<file path="config.mk">
export PLATFORM = sky130hd
export DESIGN_NAME = matrix_result_streamer
export DESIGN_NICKNAME = d
export VERILOG_FILES = /design/src/rtl/matrix_result_streamer_pkg.sv /design/src/rtl/matrix_result_streamer_sync_2ff.sv /design/src/rtl/matrix_result_streamer.sv
export SDC_FILE = /design/constraint.sdc
export NUM_CORES = 1
export LEC_CHECK = 0
export ABC_AREA = 1
export CORE_AREA = 2 2 80 82
export CTS_CLUSTER_SIZE = 40
export DETAILED_ROUTE_END_ITERATION = 16
export DIE_AREA = 0 0 82 84
export PLACE_DENSITY = 0.68
export SETUP_SLACK_MARGIN = 0.2
export SLEW_MARGIN = 0
export SYNTH_ARGS = -nofsm -noshare
export SYNTH_HDL_FRONTEND = slang
export SYNTH_SLANG_ARGS = --single-unit
</file>
<file path="constraint.sdc">
create_clock -name clk -period 1.5 [get_ports clk]
set_input_delay 0.225 -clock clk [delete_from_list [all_inputs] [get_ports clk]]
set_output_delay 0.225 -clock clk [all_outputs]
set_load 0.02 [all_outputs]
</file>
<file path="src/rtl/matrix_result_streamer_pkg.sv">
// Shared definitions for the result read-out / transmit path.
// Holds matrix geometry, the matrix_select code of the result matrix,
// the frame header byte (also used by the UART and matrix_controller),
// and the streamer FSM state encoding.
package matrix_result_streamer_pkg;

  localparam int unsigned DIM    = 10;
  localparam int unsigned DATA_W = 8;
  localparam int unsigned ADDR_W = 4;

  localparam logic [1:0]        RESULT_SEL = 2'd2;
  localparam logic [DATA_W-1:0] HEADER     = 8'hA5;

  typedef enum logic [3:0] {
    IDLE,
    HDR,
    RD_ADDR,
    RD_WAIT,
    LOAD,
    WAIT_ACK,
    WAIT_DONE,
    CSUM,
    FIN
  } streamer_state_t;

  // Which kind of byte is currently in flight; selects the step after WAIT_DONE.
  typedef enum logic [1:0] {
    SENT_HDR,
    SENT_DATA,
    SENT_CSUM
  } sent_kind_t;

endpackage

</file>
<file path="src/rtl/matrix_result_streamer_sync_2ff.sv">
// Generic 1-bit two-flop synchroniser.
// Ports:
//   clk   - destination clock
//   rst_n - asynchronous active-low reset, clears both flops
//   d     - asynchronous input
//   q     - synchronised output
module sync_2ff (
  input  logic clk,
  input  logic rst_n,
  input  logic d,
  output logic q
);

  logic meta;

  always_ff @(posedge clk or negedge rst_n) begin
    if (!rst_n) begin
      meta <= 1'b0;
      q    <= 1'b0;
    end else begin
      meta <= d;
      q    <= meta;
    end
  end

endmodule

</file>
<file path="src/rtl/matrix_result_streamer.sv">
// Reads the DIM x DIM result matrix row-major from the shared memory bank
// and streams it to the UART Transmitter as: header, DIM*DIM data bytes,
// XOR checksum of the data bytes.
// Ports:
//   clk            - system clock
//   reset          - asynchronous active-low reset
//   start          - one-cycle pulse, begins a frame when idle
//   mem_read_data  - memory read data, valid 1 clk after address
//   tx_busy        - Transmitter busy (bclk domain)
//   mem_matrix_sel - RESULT_SEL while busy, else 0
//   mem_row/col    - read address
//   mem_write_en   - always 0
//   tx_load        - load request to Transmitter
//   tx_data        - byte to send, stable while tx_load is high
//   busy           - frame in progress
//   done           - one-cycle pulse after the checksum byte is sent
//   error          - sticky ack-timeout flag, cleared by next accepted start
module matrix_result_streamer
  import matrix_result_streamer_pkg::*;
#(
  parameter int unsigned ACK_TIMEOUT = 4096
) (
  input  logic              clk,
  input  logic              reset,
  input  logic              start,
  input  logic [DATA_W-1:0] mem_read_data,
  input  logic              tx_busy,
  output logic [1:0]        mem_matrix_sel,
  output logic [ADDR_W-1:0] mem_row,
  output logic [ADDR_W-1:0] mem_col,
  output logic              mem_write_en,
  output logic              tx_load,
  output logic [DATA_W-1:0] tx_data,
  output logic              busy,
  output logic              done,
  output logic              error
);

  localparam int unsigned        TIMER_W   = (ACK_TIMEOUT > 2) ? $clog2(ACK_TIMEOUT) : 1;
  localparam logic [TIMER_W-1:0] TIMER_MAX = TIMER_W'(ACK_TIMEOUT - 1);
  localparam logic [ADDR_W-1:0]  LAST      = ADDR_W'(DIM - 1);

  streamer_state_t     state;
  sent_kind_t          sent;
  logic [ADDR_W-1:0]   row;
  logic [ADDR_W-1:0]   col;
  logic [DATA_W-1:0]   csum;
  logic [TIMER_W-1:0]  timer;
  logic                armed;
  logic                tb_s;

  sync_2ff u_busy_sync (
    .clk   (clk),
    .rst_n (reset),
    .d     (tx_busy),
    .q     (tb_s)
  );

  assign mem_row      = row;
  assign mem_col      = col;
  assign mem_write_en = 1'b0;

  always_ff @(posedge clk or negedge reset) begin
    if (!reset) begin
      state          <= IDLE;
      sent           <= SENT_HDR;
      row            <= '0;
      col            <= '0;
      csum           <= '0;
      timer          <= '0;
      armed          <= 1'b0;
      mem_matrix_sel <= '0;
      tx_load        <= 1'b0;
      tx_data        <= '0;
      busy           <= 1'b0;
      done           <= 1'b0;
      error          <= 1'b0;
    end else begin
      done  <= 1'b0;
      // armed stays low for the first edge after reset release so a start
      // pulse coincident with release is not taken.
      armed <= 1'b1;
      case (state)
        IDLE: begin
          if (start && armed) begin
            csum           <= '0;
            row            <= '0;
            col            <= '0;
            error          <= 1'b0;
            busy           <= 1'b1;
            mem_matrix_sel <= RESULT_SEL;
            state          <= HDR;
          end
        end
        HDR: begin
          tx_data <= HEADER;
          sent    <= SENT_HDR;
          state   <= LOAD;
        end
        RD_ADDR: state <= RD_WAIT;
        RD_WAIT: begin
          tx_data <= mem_read_data;
          csum    <= csum ^ mem_read_data;
          sent    <= SENT_DATA;
          state   <= LOAD;
        end
        LOAD: begin
          tx_load <= 1'b1;
          timer   <= '0;
          state   <= WAIT_ACK;
        end
        WAIT_ACK: begin
          if (tb_s) begin
            tx_load <= 1'b0;
            state   <= WAIT_DONE;
          end else if (timer == TIMER_MAX) begin
            error          <= 1'b1;
            tx_load        <= 1'b0;
            busy           <= 1'b0;
            mem_matrix_sel <= '0;
            state          <= IDLE;
          end else begin
            timer <= timer + 1'b1;
          end
        end
        WAIT_DONE: begin
          if (!tb_s) begin
            case (sent)
              SENT_HDR: state <= RD_ADDR;
              SENT_DATA: begin
                if (row == LAST && col == LAST) begin
                  state <= CSUM;
                end else begin
                  if (col == LAST) begin
                    col <= '0;
                    row <= row + 1'b1;
                  end else begin
                    col <= col + 1'b1;
                  end
                  state <= RD_ADDR;
                end
              end
              default: state <= FIN;
            endcase
          end
        end
        CSUM: begin
          tx_data <= csum;
          sent    <= SENT_CSUM;
          state   <= LOAD;
        end
        FIN: begin
          done           <= 1'b1;
          busy           <= 1'b0;
          mem_matrix_sel <= '0;
          state          <= IDLE;
        end
        default: state <= IDLE;
      endcase
    end
  end

endmodule

</file>
# Word level (Yosys, flattened, before mapping)
# Index checks and enable logic that the tools add are counted.
[word_totals]
regBits = 51
latchBits = 0
mem_bits_rw = 0
rom_bits = 0
input_bits = 12
n_memories = 0
[classes]
n_addsub = 3
multipliers = 0
n_div = 0
magnitude_cmp = 0
n_eq_ne = 21
shift = 0
mux = 40
bitwise_logic = 1
n_reduce_logical = 19
[op_table]
columns = ["operator", "n"]
rows = [
  ["2-to-1 mux 4 bit", 13],
  ["2-to-1 mux 12 bit", 2],
  ["one-hot mux 12 bit (2 select lines)", 1],
  ["one-hot mux 4 bit (2 select lines)", 3],
  ["one-hot mux 4 bit (6 select lines)", 1],
  ["one-hot mux 8 bit (3 select lines)", 1],
  ["equality test 4 x 3 -> 1 bit, second input constant", 4],
  ["!= test 2 bit, second input constant", 8],
  ["one-hot mux 8 bit (2 select lines)", 1],
  ["adder 12 x 1 -> 12 bit, second input constant", 1],
  ["equality test 12 bit, second input constant", 1],
  ["equality test 4 bit, second input constant", 3],
  ["one-hot mux 2 bit (3 select lines)", 2],
  ["adder 4 x 1 -> 4 bit, second input constant", 2],
  ["equality test 4 x 2 -> 1 bit, second input constant", 2],
  ["2-to-1 mux 1 bit", 8],
  ["2-to-1 mux 8 bit", 1],
  ["AND reduction 4 bit", 2],
  ["nonzero test 2 bit", 4],
  ["bitwise XOR 8 bit", 1],
  ["2-to-1 mux 2 bit", 3],
  ["AND reduction 3 bit", 2],
  ["AND reduction 6 bit", 1],
  ["nonzero test 3 bit", 2],
  ["other kinds (12)", 15],
]

# Longest topological paths before layout
[depth]
word_depth = 6
depth_mapped = 10
ltp_nobuf = 10

# By module
# A second synthesis with hierarchy kept.
[hier_totals]
hier_cells = 350
hier_area_um2 = 2711.4
[by_module_without_submodules]
columns = ["mod", "instances", "cells_per_inst", "area_per_inst_um2", "seq_area_each_um2"]
rows = [
  ["matrix_result_streamer", 1, 348, 2661.3, 1176.1],
  ["sync_2ff", 1, 2, 50.0, 50.0],
]

# Least setup slack after synthesis
# No wires, ideal clock.
[synth_path]
path_type = "register to register"
start = "register col[0] (netlist: mem_col[0])"
end = "register row[0] (netlist: mem_row[0])"
setup_ns = 0.118
arrival_time_ns = 1.358
setup_slack_ns = 0.024
path_stages_with_launch = 9
n_path_buf = 0
path_cell_list = "dfrtp_1 ha_1 nand2_1 nor2_1 a21oi_1 nor2_2 nand2_2 nand2_1 nand2_1"
[synth_between]
elab_chain_len = 4
[synth_rtl]
columns = ["item", "line", "source"]
rows = [
  ["from (decl)", "matrix_result_streamer.sv:46", "logic [ADDR_W-1:0] col;"],
  ["from (signal assigned)", "matrix_result_streamer.sv:138", "col <= col + 1'b1;"],
  ["equality test 4 bit *", "matrix_result_streamer.sv:131, matrix_result_streamer.sv:134", ""],
  ["logical AND 1 bit", "matrix_result_streamer.sv:131", "if (row == LAST && col == LAST) begin"],
  ["!= test 2 bit (no line)", "n/a", ""],
  ["AND reduction 6 bit (no line) *", "n/a", ""],
  ["to (signal assigned)", "matrix_result_streamer.sv:136", "row <= row + 1'b1;"],
  ["to (decl)", "matrix_result_streamer.sv:45", "logic [ADDR_W-1:0] row;"],
]
# Mark *: on every way between the ends. The rest lies on a longest branch, timed or not.
# A chain may end at the register's enable or synchronous reset.

# Worst setup path after layout
[layout_path]
start = "register state[3]"
end = "register state[2]"
[layout_between]
elab_chain_len = 3
[layout_rtl]
columns = ["item", "line", "source"]
rows = [
  ["from (decl)", "matrix_result_streamer.sv:43", "streamer_state_t state;"],
  ["from (signal assigned)", "matrix_result_streamer.sv:65", "state <= IDLE;"],
  ["from (signal assigned)", "matrix_result_streamer.sv:92", "state <= HDR;"],
  ["from (signal assigned)", "matrix_result_streamer.sv:98", "state <= LOAD;"],
  ["equality test 4 x 3 -> 1 bit (tied with other cells)", "matrix_result_streamer.sv:83", "case (state)"],
  ["OR reduction 3 bit (no line) (tied with other cells)", "n/a", ""],
  ["one-hot mux 4 bit (6 select lines) or AND reduction 3 bit (tied branches)", "n/a", ""],
]
# Several ways; a longest one is shown, not always the timed one.

==> flow_summary.ini <==
[drt]
routed_via_density = 5.096
ant_nets = 0
routed_wirelength_um = 7058
route.vias.total = 2594
drcViolationCount = 0
drt_iter0_markers = 106
avgRoutedWirePerCell_um = 13.87
drt-pass1-iter-count = 4

[power]
netSwitchingFraction_pct = 42.11
max-vdd-ir-drop_v = 0.0009547
clock_power_share_pct = 17.6
internal_power_mw = 3.769
share_seq_of_total_power_pct = 29.2
power.combinational.fraction_pct = 53.1
power.switching_mw = 2.742
p_leak_nw = 1.867
power.density_nw_per_um2 = 1640

[hold_path]
hold_path_end = u_busy_sync.meta
hold_path_startpoint = tx_busy
min_delay_path_depth = 1
worst_min_path_class = in2reg

[clock_network]
cts_root_buf = clkbuf_8
clock_insertion_delay_worst_skew_ns = 0.31
tritoncts_clock_tree = yes
clk_path_buf_depth = 2
cts.htree.levels = 2
cts_made_buffers = 5
clk_pin_slew_worst_paths_ns = 0.09
cts_sinks = 49

[sta]
finalClockSkew_ns = 0.01083
timing.final.crit_share_pct = 99.88
rsz0062_at_grt = true
slew_viol_final = 0
setup_tns_ns = 0
hold_violations = 0
setup-violations-final = 0
layout_min_cycle_time_ns = 1.498
max_freq_mhz = 667.5
setup_slack_ns = 0.001841

[global_route]
grt_first_pass_wirelength_um = 11090
groute.layer.met3.usage_pct = 4.004
global_route.overflow_total = 0
grt_use_total_pct = 20.55
grt_start_max_net_pins = 50
grt.busiest_layer = met2
grt_antenna_before_repair = 0
grt_util_met1_pct = 25.61
number_of_global_route_vias_before_repair = 2516
grt_use_met2_pct = 35.25

[setup_path]
crit-reg2reg-capture = state[2]
critical_path.startpoint_type = register
worst_ep_arrival_time_ns = 1.70
worst-endpoint-required_ns = 1.70
r2r_start = state[3]
endpoint_kind = register
largest_fanout_on_the_critical_path = 6
number_of_cell_instances_on_the_worst_register_to_register_path = 9
ff2ff_setup_slack_ns = 0.002
timing.setup.critical_path_class = reg2reg

[finish]
antennaDiodeCount = 0
area_delta_synth_final_pct = 52.16
layout-drive-gt1-share_pct = 39.81
finalNetCount = 448

[flow_run]
max_cap_check_violation_count = 0

[logic_synthesis]
synth_flop_cell = dfrtp_1
part_of_the_yosys_area_used_for_sequential_elements_pct = 46.98
ys.warnings.count = 0
syn-instance-count = 343
synth-edff-count = 0
synth_async_sr_flop_share_pct = 100.0
netlist_top_cells_area = dfrtp_1 47%, nand2_1 15%, nand3_1 11%
yosys.cell_types.count = 25
post_synth_most_frequent_cells = 104 x nand2_1, 55 x nand3_1, 49 x dfrtp_1, 31 x inv_1, 28 x nor2_1
most_common_cell_in_the_netlist = nand2_1
synth_top_area_cell = dfrtp_1
yosys.area.top_type_share_pct = 46.98
mean_post_synth_cell_area_sq_um = 7.609
ys_seq_elements = 49
synth_cell_area_sq_um = 2610

[placement]
routabilityCongestion = 0.8319
dp.final_hpwl_um = 4188
place_worst_setup_slack_ns = 0.02395
numPortBuffers = 32

[floorplan]
ios = 35
design.die.area_sq_um = 6888
floorplan.die.width_um = 82
coreArea_sq_um = 6096
die_y_um = 84
initial_core_util_pct = 42.82
std_cell_rows = 29

[run_status]
status = complete, no violations
## cells by family (layout without fill, tap and decap cells)
kind of cell,after synthesis,in the layout,synth area share (%)
simple gates,209,209,35.71
flops,49,49,46.98
buf+inv,42,130,6.903
compound gates,34,34,7.047
fa+ha+maj,5,5,2.397
other cells,2,3,0.2877
xor+xnor,2,2,0.6713
## layout make-up
| type | instances | area [sq um] |
|---|---|---|
| Tap cell | 77 | 96.34 |
| Sequential cell | 49 | 1237 |
| Inverter | 36 | 152.6 |
| Timing Repair Buffer | 86 | 772.0 |
| Clock inverter | 3 | 68.82 |
| Fill cell | 515 | 2125 |
| Multi-Input combinational cell | 253 | 1575 |
| Clock buffer | 5 | 68.82 |
## sequential cells by signal, summed over array words and instances, names as in the netlist, 2 cells and up
signal / count
sent: 2
mem_row: 4
state: 4
mem_col: 4
csum: 8
timer: 12
tx_data: 8
## timing repair
item	CTS	global route
hold buffers	1	0
resized for setup	94	60
buffers inserted	20	10
setup endpoints to repair	66	52
endpoints found under the hold margin	49	0
cloned	2	1
pin swaps	18	17
## routing by layer
layer	up-vias	part of all wire, %
li1	1277	-
met1	1240	42
met2	56	51
met3	21	3.5
met4	0	3.6
met5	-	0
## per-stage QoR
stage,utilization (%),area (sq um),total power [mW],cells,hold WS (ns)
detailed placement,52.61,3207,4.183,467,0.2363
global route,65.15,3971,6.920,509,0.3472
CTS,61.04,3721,5.879,498,0.3433
floorplan,-,2685,3.327,344,-0.07059
finish,65.15,3971,6.512,509,0.3496
global placement,52.61,3207,4.141,467,0.2345
## worst max path at each step
stage               slack [ns]  startpoint          to
floorplan                 0.09    timer[0]    timer[0]
global placement          0.04       start  mem_col[0]
detailed placement        0.02       start  mem_col[1]
CTS                       0.03    timer[0]    timer[8]
global route             -0.07    state[0]    state[2]
finish                   0.002    state[3]    state[2]
## critical path, stage by stage, from the launching register on
cell	delay (ns)
dfrtp_2	0.49
buf_12	0.16
nor2_8	0.16
nand2_4	0.09
inv_4	0.10
nand3_4	0.13
nand2_4	0.11
inv_2	0.04
nand2_1	0.05
nand2_1	0.06
## placed cells by master, fill, tap and decap left out, types with 3 or more instances in the layout
master	synthesis	final
dfrtp_2	0	9
nor2_1	28	21
clkbuf_2	0	5
buf_4	6	38
nand3b_1	3	3
buf_6	0	11
o21ai_2	2	13
nand2_1	104	77
nand2_2	7	27
nand2_4	0	7
nand3_1	55	40
nand3_4	0	3
inv_1	31	25
inv_4	0	7
dlygate4sd2_1	0	14
o21ai_1	9	11
clkbuf_8	0	5
nand3_2	2	14
conb_1	2	3
dfrtp_1	49	40
nand4_1	3	3
o21ai_0	18	3
nor2_4	0	8
nor2_2	4	3
clkdlybuf4s50_1	0	10
inv_2	5	4
## power groups by stage
stage	Combinational [mW]	Sequential, mW	Clock, mW
3_3_place_gp	2.29	1.85	0
6_report	3.46	1.90	1.15
2_1_floorplan	1.32	2.00	0
4_1_cts	2.87	1.84	1.17
3_5_place_dp	2.33	1.85	0
5_1_grt	3.75	1.95	1.22
Note: power is estimated with default switching activity, not from simulation.
